===== config.mk =====
export PLATFORM = sky130hd
export DESIGN_NAME = ads124x_scan_seq
export DESIGN_NICKNAME = d
export VERILOG_FILES = /design/src/rtl/ads124x_scan_seq.sv
export SDC_FILE = /design/constraint.sdc
export NUM_CORES = 1
export LEC_CHECK = 0
export CAP_MARGIN = 30
export CORE_ASPECT_RATIO = 2
export CORE_MARGIN = 4
export CORE_UTILIZATION = 49
export DETAILED_ROUTE_END_ITERATION = 16
export PLACE_DENSITY = 0.81
export RECOVER_POWER = 25
export SKIP_CTS_REPAIR_TIMING = 1
export SYNTH_ARGS = -nofsm -noshare
export SYNTH_HDL_FRONTEND = slang
export SYNTH_SLANG_ARGS = --single-unit

===== constraint.sdc =====
create_clock -name clk -period 5.5 [get_ports clk]
set_input_delay 1.1 -clock clk [delete_from_list [all_inputs] [get_ports clk]]
set_output_delay 1.1 -clock clk [all_outputs]
set_load 0.02 [all_outputs]

===== src/rtl/ads124x_scan_seq.sv =====
// ads124x_scan_seq
// Autonomous channel-scan sequencer for an ADS124x behind an 8-bit AXIS SPI
// byte master. It round-robins over the enabled slots. For each slot it
// writes MUX0, waits for DRDY (skipping DISCARD conversions), issues RDATA,
// and emits the 24-bit result tagged with the slot index.
//
// Ports
//   clk, rst          : single clock, synchronous active-high reset
//   enable            : run request; dropping it mid-slot finishes the SPI
//                       command in flight, suppresses output, returns to IDLE
//   ch_mask, ch_mux   : per-slot enable and MUX0 value (slot i = [8i+7:8i])
//   drdy              : ADS124x DRDY (active-low, asynchronous)
//   spitx_*           : command bytes towards the SPI master (AXIS)
//   spirx_*           : bytes returned by the SPI master (always accepted)
//   m_axis_*          : samples, tdata = {slot[3:0], 4'h0, sample[23:0]}
//   busy              : not IDLE
//   stat_timeout      : sticky, a slot was abandoned waiting for DRDY
//   stat_overrun      : sticky, DRDY fell while a sample was waiting in OUT
module ads124x_scan_seq #(
    parameter int NUM_CH  = 8,
    parameter int DISCARD = 1,
    parameter int TIMEOUT = 2**20
) (
    input  logic                clk,
    input  logic                rst,
    input  logic                enable,
    input  logic [NUM_CH-1:0]   ch_mask,
    input  logic [NUM_CH*8-1:0] ch_mux,
    input  logic                drdy,
    output logic [7:0]          spitx_tdata,
    output logic                spitx_tvalid,
    input  logic                spitx_tready,
    input  logic [7:0]          spirx_tdata,
    input  logic                spirx_tvalid,
    output logic                spirx_tready,
    output logic [31:0]         m_axis_tdata,
    output logic                m_axis_tvalid,
    input  logic                m_axis_tready,
    output logic                busy,
    output logic                stat_timeout,
    output logic                stat_overrun
);
    localparam int              PW       = (NUM_CH > 1) ? $clog2(NUM_CH) : 1;
    localparam int              TW       = $clog2(TIMEOUT + 1);
    localparam logic [TW-1:0]   TMO_LAST = TW'(TIMEOUT - 1);
    localparam logic [3:0]      DISC_N   = 4'(DISCARD);
    localparam logic [PW-1:0]   PTR_LAST = PW'(NUM_CH - 1);

    typedef enum logic [2:0] {S_IDLE, S_SEL, S_WREG, S_WAIT, S_RDATA, S_OUT} state_t;

    state_t        state, state_n;
    logic [PW-1:0] ptr;
    logic [3:0]    slot;
    logic [7:0]    mux_q;
    logic [1:0]    byte_idx;
    logic          tx_pend;
    logic          abort_q;
    logic [3:0]    disc_cnt;
    logic [TW-1:0] tmo_cnt;
    logic [23:0]   sample;
    logic          drdy_p0, drdy_p1, drdy_p2;
    logic          enable_q;

    logic          drdy_evt, rx_done, abort, sel_found;
    logic [PW-1:0] sel_idx;
    logic [7:0]    mux_sel;
    logic [PW:0]   cand;

    assign drdy_evt = drdy_p2 & ~drdy_p1;
    // Only the byte we are waiting for counts; anything else (IDLE, stale
    // bytes after reset) is silently drained.
    assign rx_done  = tx_pend & spirx_tvalid;
    assign abort    = abort_q | ~enable;

    // First set mask bit at or after ptr, wrapping. The loop runs from the
    // far end so the nearest candidate is the last one written.
    always_comb begin
        sel_found = 1'b0;
        sel_idx   = '0;
        cand      = '0;
        for (int k = NUM_CH - 1; k >= 0; k--) begin
            cand = {1'b0, ptr} + (PW+1)'(k);
            if (cand >= (PW+1)'(NUM_CH))
                cand = cand - (PW+1)'(NUM_CH);
            if (ch_mask[cand[PW-1:0]]) begin
                sel_found = 1'b1;
                sel_idx   = cand[PW-1:0];
            end
        end
    end

    always_comb begin
        mux_sel = 8'h00;
        for (int i = 0; i < NUM_CH; i++)
            if (sel_idx == PW'(i))
                mux_sel = ch_mux[8*i +: 8];
    end

    always_comb begin
        state_n = state;
        case (state)
            S_IDLE:  if (enable && |ch_mask) state_n = S_SEL;
            S_SEL:   state_n = (enable && sel_found) ? S_WREG : S_IDLE;
            S_WREG:  if (rx_done && byte_idx == 2'd2) state_n = abort ? S_IDLE : S_WAIT;
            S_WAIT: begin
                if (!enable)
                    state_n = S_IDLE;
                else if (drdy_evt && disc_cnt == DISC_N)
                    state_n = S_RDATA;
                else if (tmo_cnt == TMO_LAST)
                    state_n = S_SEL;
            end
            S_RDATA: if (rx_done && byte_idx == 2'd3) state_n = abort ? S_IDLE : S_OUT;
            S_OUT:   if (m_axis_tready) state_n = enable ? S_SEL : S_IDLE;
            default: state_n = S_IDLE;
        endcase
    end

    assign spitx_tvalid  = (state == S_WREG || state == S_RDATA) && !tx_pend;
    assign spirx_tready  = 1'b1;
    assign m_axis_tvalid = (state == S_OUT);
    assign m_axis_tdata  = m_axis_tvalid ? {slot, 4'h0, sample} : 32'h0;
    assign busy          = (state != S_IDLE);

    // byte_idx only moves on rx, so tdata holds while tvalid && !tready.
    always_comb begin
        spitx_tdata = 8'h00;
        if (spitx_tvalid) begin
            if (state == S_WREG) begin
                case (byte_idx)
                    2'd0:    spitx_tdata = 8'h40;
                    2'd1:    spitx_tdata = 8'h00;
                    default: spitx_tdata = mux_q;
                endcase
            end else begin
                spitx_tdata = (byte_idx == 2'd0) ? 8'h12 : 8'hFF;
            end
        end
    end

    always_ff @(posedge clk) begin
        if (rst) begin
            state        <= S_IDLE;
            ptr          <= '0;
            byte_idx     <= '0;
            tx_pend      <= 1'b0;
            abort_q      <= 1'b0;
            disc_cnt     <= '0;
            tmo_cnt      <= '0;
            stat_timeout <= 1'b0;
            stat_overrun <= 1'b0;
            enable_q     <= 1'b0;
            drdy_p0      <= 1'b1;
            drdy_p1      <= 1'b1;
            drdy_p2      <= 1'b1;
        end else begin
            drdy_p0  <= drdy;
            drdy_p1  <= drdy_p0;
            drdy_p2  <= drdy_p1;
            enable_q <= enable;
            state    <= state_n;

            if (spitx_tvalid && spitx_tready)
                tx_pend <= 1'b1;
            else if (rx_done)
                tx_pend <= 1'b0;

            if (state_n != state)
                byte_idx <= '0;
            else if (rx_done)
                byte_idx <= byte_idx + 2'd1;

            if (state == S_SEL && state_n == S_WREG)
                ptr <= (sel_idx == PTR_LAST) ? '0 : sel_idx + PW'(1);

            if (state_n == S_IDLE)
                abort_q <= 1'b0;
            else if (!enable && (state == S_WREG || state == S_WAIT || state == S_RDATA))
                abort_q <= 1'b1;

            if (state == S_WREG) begin
                disc_cnt <= '0;
                tmo_cnt  <= '0;
            end else if (state == S_WAIT) begin
                tmo_cnt <= tmo_cnt + TW'(1);
                if (drdy_evt && disc_cnt != DISC_N)
                    disc_cnt <= disc_cnt + 4'd1;
            end

            if (enable && !enable_q) begin
                stat_timeout <= 1'b0;
                stat_overrun <= 1'b0;
            end else begin
                if (state == S_WAIT && state_n == S_SEL)
                    stat_timeout <= 1'b1;
                if (state == S_OUT && drdy_evt)
                    stat_overrun <= 1'b1;
            end
        end
    end

    // Slot data path: no reset, only observed while valid.
    always_ff @(posedge clk) begin
        if (state == S_SEL) begin
            slot  <= 4'(sel_idx);
            mux_q <= mux_sel;
        end
        if (state == S_RDATA && rx_done && byte_idx != 2'd0)
            sample <= {sample[15:0], spirx_tdata};
    end

endmodule


==> summary.md <==
| Metric | Value |
|---|---|
| Clock root cell | `clkbuf_16` |
| Placed cell area | `6140 µm²` |
| Slew HR | `50.4%` |
| GP Congestion | `0.879` |
| Hold depth | `1` |
| Core area | `9450 µm²` |
| TNS Setup | `0 ns` |
| Clock Latency Late Sink | `0.33 ns` |
| Cells after synthesis | `545` |
| # setup viols final | `0` |
| Worst Hold Slack | `0.413 ns` |
| CP max FO | `22` |
| Fin. Hold Viols | `0` |
| Placed Instances | `778` |
| Num rows | `50` |
| Finished Layout Cells | `795` |
| Nets@finish | `760` |
| Critical Path RT | `5.59 ns` |
| Pwr Total | `1.66 mW` |
| Gr ovfl total | `0` |
| DRC errors left | `0` |
| Pre-antenna DRT Iters | `5` |
| Main synth FF type | `dfxtp_1` |
| Port Buffers | `126` |
| Post-synth ARST share | `0%` |
| Antenna Nets Post-Route | `0` |
| Initial antenna violation count | `1` |
| Layout cells sized above 1 | `7.83%` |
| GRT Total Usage | `21.9%` |
| Number of H-tree levels | `3` |
| Die area | `11500 µm²` |
| Final wirelength | `12600 µm` |
| Crit path capture type | `flop` |
| Reg2reg setup slack | `0.86 ns` |
| DP HPWL | `9970 µm` |
| Max rail drop VDD | `0.204 mV` |
| Final Util | `68.0%` |
| TritonCTS clock tree | `done` |
| I/O pins | `133` |
| Pwr/cell area | `259 nW/µm²` |
| CP startpoint kind | `primary input` |
| Register bit count reported by yosys | `76` |
| R2R cell count | `14` |
| Mapped cell area | `4800 µm²` |
| Max-Cap Viols | `0` |
| Setup ws final | `0.674 ns` |
| Pin count of the biggest net entering global routing | `31` |
| Avg Cell Area, Syn | `8.81 µm²` |
| Via density | `5.62` |
| Final period util | `87.7%` |
| Area growth syn-to-layout | `33.7%` |
| Cell area after layout | `6420 µm²` |
| Status | `completed` |
| DRT iter0 DRCs | `259` |
| Synth Warn # | `0` |
| Initial core utilization | `50.8%` |
| Critical path type | `primary input to flop` |
| Slew Limit Fails | `0` |
| Commonest non-fill, non-tap cell in the layout | `clkdlybuf4s50_1` |
| DIE WIDTH | `78.0 µm` |
| Vias in the first global route | `4479` |
| Synth cell types | `58` |
| RSZ-0062 raised after global routing | `no` |
| Reg clk slew, reported paths | `0.06 ns` |
| Vias | `4469` |
| Setup Slack @ Placement | `0.401 ns` |
| Seq/Total Area, Yosys | `39.0%` |
| Max Fclk | `207 MHz` |
| HP Class | `flop to flop` |
| Post-synth EDFFs | `35` |
| Num CTS Buffers | `9` |
| Die Ht | `148 µm` |
| Leak | `2.37 nW` |
| Global-route wire length before repair | `20400 µm` |
| Clk sinks | `76` |
| Period minus WS final | `4.83 ns` |
| Most frequent cells in the layout | `clkdlybuf4s50_1, nor2_1, a21oi_1` |
| Clock Skew | `0.00610 ns` |
| Clock tree buffer depth | `2` |
| Worst path arrival time | `4.92 ns` |
| Least-Margin Pin Slew | `0.742 ns` |
| Wire per inst | `15.9 µm` |
| Fillers | `759` |
-- sequential cells by signal, indices dropped and copies added, names as in the netlist, 2 cells and up --
name,count
sample,24
tmo_cnt,21
mux_q,8
disc_cnt,4
ptr,3
slot,3
state,3
byte_idx,2
-- power by group --
part	total, mW	switching [mW]	internal [mW]
sequential	0.622	0.00952	0.613
combinational	0.479	0.263	0.215
clock	0.563	0.216	0.347
total	1.66	0.489	1.17
-- cells in the mapped netlist, types with 9 or more instances --
cell,n,share of area [%]
nor2_1,63,4.9
a21oi_1,51,5.3
nand2_1,42,3.3
dfxtp_1,41,17
edfxtp_1,35,22
and3_1,28,3.6
o21ai_0,21,2.2
clkbuf_1,20,1.6
nor3_1,18,1.9
inv_1,15,1.2
nand3_1,15,1.6
o211ai_1,15,2.3
ha_1,14,3.6
xor2_1,14,2.6
nand2b_1,11,1.4
o22ai_1,11,1.4
a22oi_1,10,1.6
mux4_2,10,4.7
xnor2_1,9,1.6
-- worst max-delay path: stages --
cell and delay, ns:
clkdlybuf4s50_1 0.49, mux2_2 0.36, mux4_2 0.50, o21a_1 0.19, o21ai_0 0.24, a21oi_1 0.12, a21oi_1 0.37, inv_1 0.12
ha_1 0.46, or2_2 0.46, a21oi_1 0.15, o221ai_1 0.13, a22o_1 0.22
-- cell families (layout without fill, tap and decap cells) --
kind of cell             after synthesis  in the layout  share of synthesized area [%]
AND/OR/NAND/NOR                      216            216                           22.0
AO/OA/AOI/OAI                        138            138                           18.5
flip-flops                            76             76                           39.0
buffers and inverters                 54            169                           5.21
XOR/XNOR                              23             23                           4.19
multiplexers                          22             22                           7.35
adder cells (fa/ha/maj)               14             14                           3.65
other                                  2              7                          0.156
-- cell type report --
type,instances,area (µm²),area share (%)
Antenna cell,1,2.50,0.0390
Tap cell,130,163,2.53
Clock inverter,6,56.3,0.877
Multi-Input combinational cell,419,2700,42.1
Clock buffer,10,229,3.57
Sequential cell,76,1870,29.2
Timing Repair Buffer,136,1330,20.8
Inverter,17,63.8,0.994
-- final timing paths --
check / startpoint / end
worst min register to register: drdy_p0 / drdy_p1
worst max-delay path: ch_mask[0] / mux_q[6]
worst min-delay path: drdy_p0 / drdy_p1
worst max register to register: ptr[0] / mux_q[6]
-- per-layer routing --
metal,GRT usage [%],wire length (µm),share of wire [%]
met1,21.3,4300,34
met3,4.45,769,6.1
met4,9.37,396,3.1
met5,0,0,0
met2,43.1,7160,57
(Power assumes the default switching activity.)
